### config.mk
export PLATFORM = sky130hd
export DESIGN_NAME = hue_ramp
export DESIGN_NICKNAME = d
export VERILOG_FILES = /design/src/rtl/hue_ramp.sv
export SDC_FILE = /design/constraint.sdc
export NUM_CORES = 1
export LEC_CHECK = 0
export ABC_AREA = 1
export CAP_MARGIN = 20
export CORE_MARGIN = 2
export CORE_UTILIZATION = 55
export CTS_CLUSTER_SIZE = 40
export DETAILED_ROUTE_END_ITERATION = 8
export PLACE_DENSITY = 0.79
export SLEW_MARGIN = 20
export SYNTH_ARGS = -nofsm -noshare
export SYNTH_HDL_FRONTEND = slang
export SYNTH_SLANG_ARGS = --single-unit
### constraint.sdc
create_clock -name clk -period 3.25 [get_ports clk]
set_input_delay 0.8125 -clock clk [delete_from_list [all_inputs] [get_ports clk]]
set_output_delay 0.8125 -clock clk [all_outputs]
set_load 0.01 [all_outputs]
### src/rtl/hue_ramp.sv
// hue_ramp: walks an RGB colour wheel through six phases, ramping one channel
// at a time by INC every TICK_DIV clocks. A ramp step is only taken on a
// period_done pulse from the downstream PWM, so new duty values land on PWM
// period boundaries.
//
// Handshake: period_done is a one-cycle strobe from the PWM. A pending tick
// is consumed by the first period_done that sees it. duty_valid is a one-cycle
// strobe in the cycle duty_r/g/b first show the new values. There is no
// back-pressure: the PWM must latch the duty in that cycle or at its next
// period end.
//
// Optional feature: define HUE_RAMP_HOLD_EN to add a 'hold' input. While hold
// is high the ramp freezes completely.
module hue_ramp #(
    parameter int PWM_INTERVAL = 1800,
    parameter int INC          = 10,
    parameter int TICK_DIV     = 60000,
    localparam int W           = $clog2(PWM_INTERVAL + 1)
) (
    input  logic         clk,
    input  logic         rst_n,
    input  logic         period_done,
`ifdef HUE_RAMP_HOLD_EN
    input  logic         hold,
`endif
    output logic [W-1:0] duty_r,
    output logic [W-1:0] duty_g,
    output logic [W-1:0] duty_b,
    output logic         duty_valid,
    output logic [2:0]   phase
);

    localparam int TW = (TICK_DIV > 1) ? $clog2(TICK_DIV) : 1;

    logic [TW-1:0] tick_cnt;
    logic          tick_term;
    logic          pending;
    logic [W:0]    level;      // one extra bit so level + INC cannot overflow
    logic [W:0]    level_sum;
    logic          step;
    logic          step_q;
    logic          frozen;
    logic [W-1:0]  nxt_r;
    logic [W-1:0]  nxt_g;
    logic [W-1:0]  nxt_b;

`ifdef HUE_RAMP_HOLD_EN
    assign frozen = hold;
`else
    assign frozen = 1'b0;
`endif

    assign tick_term = (tick_cnt == TW'(TICK_DIV - 1));
    assign level_sum = level + (W+1)'(INC);
    // A tick arriving in the same cycle as period_done is used directly.
    assign step      = (pending | tick_term) & period_done & ~frozen;

    // Tick divider, pending tick flag and colour-wheel position.
    always_ff @(posedge clk or negedge rst_n) begin
        if (!rst_n) begin
            tick_cnt <= '0;
            pending  <= 1'b0;
            phase    <= 3'd0;
            level    <= '0;
        end else if (!frozen) begin
            tick_cnt <= tick_term ? '0 : tick_cnt + TW'(1);
            // Extra ticks while one is already pending are simply dropped.
            if (step)
                pending <= 1'b0;
            else if (tick_term)
                pending <= 1'b1;
            if (step) begin
                if (level_sum >= (W+1)'(PWM_INTERVAL)) begin
                    phase <= (phase == 3'd5) ? 3'd0 : phase + 3'd1;
                    level <= '0;
                end else begin
                    level <= level_sum;
                end
            end
        end
    end

    // Colour-wheel mapping from (phase, level) to the three channel duties.
    always_comb begin
        nxt_r = W'(PWM_INTERVAL);
        nxt_g = '0;
        nxt_b = '0;
        case (phase)
            3'd1: begin
                nxt_r = W'(PWM_INTERVAL) - level[W-1:0];
                nxt_g = W'(PWM_INTERVAL);
            end
            3'd2: begin
                nxt_r = '0;
                nxt_g = W'(PWM_INTERVAL);
                nxt_b = level[W-1:0];
            end
            3'd3: begin
                nxt_r = '0;
                nxt_g = W'(PWM_INTERVAL) - level[W-1:0];
                nxt_b = W'(PWM_INTERVAL);
            end
            3'd4: begin
                nxt_r = level[W-1:0];
                nxt_b = W'(PWM_INTERVAL);
            end
            3'd5: begin
                nxt_b = W'(PWM_INTERVAL) - level[W-1:0];
            end
            default: begin
                nxt_g = level[W-1:0];
            end
        endcase
    end

    // Registered duties, loaded only the cycle after a step so they never
    // move between period boundaries.
    always_ff @(posedge clk or negedge rst_n) begin
        if (!rst_n) begin
            step_q     <= 1'b0;
            duty_valid <= 1'b0;
            duty_r     <= W'(PWM_INTERVAL);
            duty_g     <= '0;
            duty_b     <= '0;
        end else begin
            // A step caught by hold is delivered once hold drops.
            if (!frozen)
                step_q <= step;
            duty_valid <= step_q & ~frozen;
            if (step_q && !frozen) begin
                duty_r <= nxt_r;
                duty_g <= nxt_g;
                duty_b <= nxt_b;
            end
        end
    end

endmodule

### Word level (Yosys, flattened, before mapping)

Index checks and enable logic that the tools add are counted.
Widths: inputs -> output; s select.

* order comparisons: 1
* reductions and logical operators: 6
* multipliers: 0
* eq/ne operators: 6
* shift-type cells: 0
* bitwise operators: 2
* add/sub/neg operators: 4
* muxes and demuxes: 8
* div/mod/pow operators: 0

Operators by type and width (number)
* $pmux 11 s3: 3
* $add 16x1->16 const B: 1
* $eq 16x16->1 const B: 1
* $mux 16: 1
* $add 12x4->12 const B: 1
* $ge 12x11->1 const B: 1
* $mux 12: 1
* $sub 11x11->11 const A: 1
* $reduce_or 2->1: 4
* $eq 3x2->1 const B: 2
* $eq 3x3->1 const B: 2
* $add 3x1->3 const B: 1
* $eq 3x1->1 const B: 1
* $mux 3: 1
* $mux 1: 2
* $reduce_and 2->1: 1
* $reduce_bool 2->1: 1
* $and 1x1->1: 1
* $or 1x1->1: 1

* RAM bits: 0
* bits in latches: 0
* memories: 0
* bits in read-only memories: 0
* register bits: 67
* output and inout bits: 37
* word-level logic and storage cells: 36
* bits of input ports: 3

### Depth between registers and ports, before layout

Gate-level depths: netlist of the first run.

* depth in word-level cells: 4
* depth in mapped cells: 13
* gate-level depth less buffers: 13

### Worst setup path before layout of the first run

OpenSTA, ideal clock, no wires.

* kind: register -> register
* from: register level[1]
* to: register phase[1]
* path slack: 1632 ps
* data arrival time: 1501 ps
* path buffers: 1
* required time: 3133 ps
* library setup time: 117 ps
* cell stages (with the launch flop): 12
* period minus slack after synthesis: 1618 ps
* cell sequence: dfrtp_1 -> ha_1 -> inv_1 -> nand2_2 -> nand2_2 -> nor2_2 -> nand3_1 -> xor2_2 -> nand2_4 -> buf_12 -> nand3_2 -> nand2_1

* word-level cells in the longest chain between the ends: 3

Ends and longest elaborated chain
* start: declaration: line 38 `logic [W:0] level;`
* start signal: assignment: line 77 `level <= level_sum;`
* $add 12x4->12: line 54 `assign level_sum = level + (W+1)'(INC);`
* $ge 12x11->1: line 73 `if (level_sum >= (W+1)'(PWM_INTERVAL)) begin`
* $reduce_and 2->1 (no line)
* end signal: assignment: line 74 `phase <= (phase == 3'd5) ? 3'd0 : phase + 3'd1;`
* end: declaration: line 30 `output logic [2:0] phase`

Every way passes these cells.
A chain may end at the register's enable or synchronous reset.

### Final worst setup path of the first run

* from: register phase[0]
* to: output phase[0]

No word-level cell between the ends.

==> results.txt, run 1 <==
* Leading cell type in the layout, fill and taps excluded: sky130_fd_sc_hd__nand2_1
- For this run, the post-layout net count is approximately 500.
- Global routing consumed, over all layers together, 23.9% of the routing resources.
* Setup-failing EPs final: 0
- The min-delay analysis places its worst path in the category reg -> reg.
* Leading cell types in the layout, fill and taps excluded: sky130_fd_sc_hd__nand2_1 (106), sky130_fd_sc_hd__dfrtp_1 (62), sky130_fd_sc_hd__inv_1 (48)
- The worst-case IR drop observed on VDD is 284 uV.
* Initial Util: 56.9%
* Sum Neg Setup Slack: 0 ps
* Required time at the endpoint of the critical path: 2440 ps
* Library cell contributing the largest single delay on the critical path: sky130_fd_sc_hd__clkdlybuf4s50_1
- Along the worst hold path, the cell count comes to 1.
- Number of filler cells placed in the layout: 530
* Std-Cell Rows: 29
- The total count of hold-check failures in the final report was 0.
- Worst max-slew margin expressed relative to the limit: 54.8%
* Sequential fraction of the synthesis area: between 40% and 50%
- Number of violations of the max-capacitance limit: 0
* Clock Sinks: 66
- For this run, asynchronously set or reset flops after synthesis account for 100%.
* Router iterations before antenna repair: 5
- Post-synthesis average cell area: between 8 and 9 um2
- The die is between 80 and 90 um tall.
- The setup path with the least slack is of type reg -> out.
- In this run the horizontal extent of the chip is 85.0 um.
- Dividing the detail-routed wire length by the instance count gives 14.3 um.
- Entering global routing, the biggest net connects 39 pins.
- The number of global-route vias before repair is about 2900.
* Ratio of final minimum period to clock period: 68.3%
- For this run, the number of Yosys warnings is 0.
- Antenna violations before repair: 0
- The endpoint identified for the worst register-to-register timing path is level[3].
- Final standard cell utilization of the core: 66.4%
- For this design, the CTS-stage hold fixing added 0 buffers.
* Area of the core region: between 6000 and 7000 um2
* Vias: ~3100
- R2r setup slk: 1100 ps
- Root Buffer Master: sky130_fd_sc_hd__clkbuf_8
- Outcome: finished clean
- Netlist cell types: 44
- TritonCTS built the clock tree.
- Worst path cell trace: clkdlybuf4s50_1
- H-Tree Level Count: 3
- Clock-pin slew was measured on the worst setup and hold paths at 70 ps.
- The first global-routing pass estimated around 14 mm of wire.
* Cell leakage power: 0.00197 uW
- Using the TritonRoute via totals, the vias-per-cell ratio works out to ~5.5.
- The worst hold path terminates at tick_cnt[0].
- DR DRC count: 0
* Final antenna-violating net count: 0
* Top cell family by delay on the critical path: buffers and inverters
- Based on the critical path, the design can be clocked at up to between 400 and 500 MHz.
* Maximum fanout encountered on the critical timing path: 7
* Buffer levels on the longest clock path: 2
- Number of buffers inserted to repair setup after CTS: 0
- The repair_antennas step left the layout with diodes totalling 0.
* Clock buffers created by TritonCTS: 9
- Combined area of all synthesized cells: roughly 3600 um2
- Count of flip-flops with a built-in enable after synthesis: 0
- STA classifies the critical path startpoint as a register.
* Estimated wirelength of the detail-placed design: 5.94 mm
- Final critical-path required period: between 2000 and 2500 ps
* Worst-Skew Late Latency: 340 ps
- Crit path arrival time: 1410 ps
* Fraction of final layout cells with drive strength greater than 1: around an eighth
* Worst R2R Start: tick_cnt[0]
* Synthesized netlist net count: 452
- Once the clock tree was built, the resizer swapped 0 gates to a different size.
- Top_reg_cell synth: sky130_fd_sc_hd__dfrtp_1
- Launch point of the worst hold path: tick_cnt[0]
- Counting cells, the worst reg-to-reg path comes to 10.
- Synthesis handed over a netlist of roughly 440 instances.
- Setup repair after global routing left no endpoint under its margin.
- IO Count: 40
* Delay of the slowest cell on the worst path: 590 ps
* Buffers & Inverters on Critical Path: 1
- The count of buffers added on input and output ports is 39.
* Sum of overflow across all layers after global routing: 0
* Final count of pins violating max slew: 0
- The floorplan step defined a die boundary enclosing 7230 um2.
- After detailed routing, the total wire length is just over 8 mm.
* Count of routing violations after the opening detailed-route iteration: roughly 190
- PwrDens: 435 nW/um2
- The congestion estimate from routability-driven global placement came to roughly 0.95.
- Timing analysis after detailed placement gives a worst setup slack of around 760 ps.
- Measured slew at the worst slew-check pin: 677 ps
- The synthesized design contains 66 register bits.
* Final setup skew: 5.16 ps
- Minimum setup slack in the final design: 1030 ps
* Crit path capture type: output port
* Layout overhead on the synthesized area: 16.8%
[cell type report]
type / instances / area [um2] / share of cell area, %
multi-input combinational: 306 / 1640 / 38.9
timing repair buffer: 43 / 415 / 9.85
clock buffer: 14 / 173 / 4.09
inverter: 59 / 226 / 5.37
tap: 77 / 96.3 / 2.28
sequential: 66 / 1660 / 39.3
clock inverter: 2 / 10.0 / 0.237
[routing by layer]
metal  GRT usage (%)  vias up  wire (um)
li1                -     1531          -
met1            33.8     1474       3740
met2            36.8       97       3770
met3            3.40       19        483
met4            10.2        0        148
met5               0        -          0
[report_power, final]
part	switching, uW	internal, uW
Clock	302	338
Combinational	169	117
Sequential	45.4	865
[sequential cells by signal, summed over array words and instances, names as in the netlist]
signal,flops
duty_b,11
duty_g,11
duty_r,11
duty_valid,1
level,11
pending,1
phase,3
step_q,1
tick_cnt,16
[worst max path at each step]
stage                startpoint  endpoint  cells past startpoint
finish                 phase[0]  phase[0]                      1
global route        tick_cnt[0]  level[2]                     10
CTS                    phase[0]  phase[0]                      1
detailed placement  period_done  level[3]                      5
global placement    period_done  level[2]                      5
floorplan              level[1]  phase[1]                     11
[metrics by stage]
stage	instance area, um2	power (uW)	hold WS (ps)	std cells
global placement	4040	1200	436	551
floorplan	3610	1100	425	444
finish	4220	1840	465	567
global route	4220	1910	500	567
CTS	4220	1850	466	567
detailed placement	4040	1210	457	551
[cells in the mapped netlist (all sizes together) (2+ instances only)]
library cell	n	area, um2
nand2	116	465
dfrtp	62	1550
inv	56	213
nor2	45	184
a21oi	31	155
nand3	22	135
o21ai	19	98.9
o22ai	17	150
xor2	16	148
nand4	13	81.3
buf	7	65.1
clkbuf	6	22.5
nor3	6	41.3
ha	5	62.6
dfstp	4	105
clkinv	3	13.8
a22oi	2	15.0
nor4	2	12.5
o21a	2	15.0
or2	2	12.5
[cell families after synthesis]
group                    after synthesis  synth area share (%)
XOR/XNOR                              17                  4.33
flip-flops                            66                  45.9
adder cells (fa/ha/maj)                5                  1.73
AND/OR/NAND/NOR                      208                  26.2
AO/OA/AOI/OAI                         76                  13.2
buffers and inverters                 72                  8.70
No activity file was read; power rests on OpenSTA's default activity.
==> run 2, diff against run 1 <==
==> constraint.sdc (replaced) <==
create_clock -name clk -period 2.12 [get_ports clk]
set_input_delay 0.53 -clock clk [delete_from_list [all_inputs] [get_ports clk]]
set_output_delay 0.53 -clock clk [all_outputs]
set_load 0.01 [all_outputs]
==> run 2 against run 1 <==
Net effect:
- die area did not move
- global-route usage grew 1.4 points
- via count shrank 0.51%
- sequential power rose by 53%
- design area increased by 1.7%
- first-iteration DRC count increased by 20%
- non-clock buffer count is 6 higher
==> results.txt, run 2 (synthesis results as in run 1) <==
- Maximum number of pins on one net before global-route repair: 34 (-13%)
- The library cell used most frequently in the layout, excluding fill and tap cells, is sky130_fd_sc_hd__nand2_1.
- Estimated wirelength of the detail-placed design: 6.23 mm (+4.9%)
- Worst setup path class: reg -> out
* Setup crit start kind: register
* Height of the die: 85.0 um (unchanged)
* DR DRC count: 0 (unchanged)
- Initial Util: 56.9% (unchanged)
- The maximum clock path buffer count came to 2 (unchanged).
- Sum Neg Setup Slack: 0 ps (unchanged)
* Ratio of final minimum period to clock period: between 90% and 100%
- In this run the critical register-to-register path is captured at duty_b[9].
- The detailed-route wire length per cell is 14.5 um (+1.4%).
- On the critical path, the stage with the largest delay is an instance of sky130_fd_sc_hd__dfstp_2.
- The tightest min-delay check is of the in -> async type.
- STA classifies the critical path endpoint as an output port.
- Relative to the synthesized area, the layout overhead comes to 18.7%.
- Setup repair after global routing left no endpoint under its margin.
- Final critical-path required period: slightly below 2000 ps
- The number of gates given a new drive strength after cts was 0 (unchanged).
* PwrDens: 657 nW/um2 (+51%)
* Sum of overflow across all layers after global routing: 0 (unchanged)
* Routed wire length: 8.33 mm (+2.4%)
- The die width is 85.0 um (unchanged).
- Count of routing violations after the opening detailed-route iteration: 226 (+20%)
- The run finished with clean final reports.
* Top cell family by delay on the critical path: flip-flops
* Full die area: 7230 um2 (unchanged)
- Worst path cell trace: clkdlybuf4s50_1
* Maximum fanout encountered on the critical timing path: 2 (-5)
- The final instance count without filler cells is 573 (+1.1%).
- Final count of pins violating max slew: 0 (unchanged)
- CTS tree: yes
- Hold-fix buffers at CTS: 0 (unchanged)
* Delay of the slowest cell on the worst path: 540 ps (-50 ps)
- Number of buffers inserted to repair setup after CTS: 0 (unchanged)
- Worst R2R Start: level[1]
* Clock buffers created by TritonCTS: 9 (unchanged)
- The total count of hold-check failures in the final report is 0 (unchanged).
- The critical path arrival is 1410 ps (about the same).
- Final weighted congestion in routability-driven placement: 0.921 (-3.2%)
- Post-placement cell count: 557 (+1.1%)
- The number of flip-flops under the largest register name was 16 (unchanged).
* Number of global-route vias before repair: 3078 (+7.8%)
- The port buffer count was 39 (unchanged).
- H-Tree Level Count: 3 (unchanged)
* Root Buffer Master: sky130_fd_sc_hd__clkbuf_8
- Final antenna-violating net count: 0 (unchanged)
- Cell leakage power: 0.00201 uW (+1.8%)
- Router iterations before antenna repair: 5 (unchanged)
- Final setup skew: 10.0 ps (+4.85 ps)
- The core area is 6350 um2 (unchanged).
- The internal reg-to-reg setup slack came to 210 ps (-890 ps).
- Largest Register: tick_cnt
- The number of diodes added for antenna fixing was 0 (unchanged).
- Clock Sinks: 66 (unchanged)
* Average via count per standard cell: 5.42 (-1.6%)
- Number of cells traversed by the worst register-to-register path: 10 (unchanged)
- Worst max-slew margin expressed relative to the limit: 71.7% (+17 points)
- IO Count: 40 (unchanged)
- All-layer global routing usage: 25.3% (+1.4 points)
- Maximum achievable frequency: roughly 500 MHz
- Vias: 3105 (-0.51%)
- The insertion delay of the later-clocked pin in the worst-skew pair came to 340 ps (about the same).
- The max-cap violation count is 0 (unchanged).
- Measured slew at the worst slew-check pin: 420 ps (-257 ps)
- Required time at the endpoint of the critical path: 1590 ps (-850 ps)
- The final setup violation count was 0 (unchanged).
* Buffers & Inverters on Critical Path: 1 (unchanged)
- The maximum ir drop on the vdd rail came to 483 uV (+70%).
- The number of standard-cell rows in the floorplan is 29 (unchanged).
* Wire length of the first global-routing pass: 14.5 mm (+5.3%)
- Leading cell types in the layout, fill and taps excluded: sky130_fd_sc_hd__nand2_1 (106), sky130_fd_sc_hd__dfrtp_1 (62), sky130_fd_sc_hd__inv_1 (48)
* Clock input transition at the sequential cells of the worst setup and hold paths: 70 ps (about the same)
- Fraction of final layout cells with drive strength greater than 1: 14.3% (+1.0 points)
- The layout net count was 499 (+1.2%).
- The number of antenna violations at the first check in global routing is 0 (unchanged).
==> run 2: how the worst max path moves through the flow <==
stage	from	end	slack, ps	cells past startpoint
after detailed placement	level[1]	phase[1]	260	11
final	duty_r[9]	duty_r[9]	180	1
after CTS	duty_r[3]	duty_r[3]	160	1
after global placement	level[1]	phase[0]	340	11
after global routing	level[2]	phase[2]	10	12
after floorplan	level[1]	phase[1]	500	11
==> run 2: where the power goes <==
part           internal (uW)  switching (uW)
logic                    189             263
clock network            518             451
registers               1330            68.0
total                   2030             782
==> run 2: area by class of cell <==
type	instances	area, um2
repair buffers	49	485
fillers	542	2060
clock buffers	14	173
multi-input cells	306	1640
inverters	59	226
well taps	77	96.3
flip-flops and latches	66	1660
clock inverters	2	10.0
==> run 2: layer usage <==
metal	global-route usage, %	vias up	wire (um)	share of wire, %
li1	-	1536	-	-
met1	35.9	1450	3890	47
met2	37.9	98	3740	45
met3	3.79	21	451	5.4
met4	12.4	0	244	2.9
met5	0	-	0	0
==> run 2: metrics by stage <==
stage | power (uW) | area, um2 | hold WS (ps) | setup WS (ps) | util (%)
floorplan | 1690 | 3610 | 234 | 502 | -
global placement | 1860 | 4110 | 436 | 342 | 64.7
detailed placement | 1870 | 4110 | 459 | 261 | 64.7
CTS | 2840 | 4290 | 111 | 161 | 67.5
global route | 2950 | 4290 | 125 | 11.5 | 67.5
finish | 2820 | 4290 | 107 | 177 | 67.5
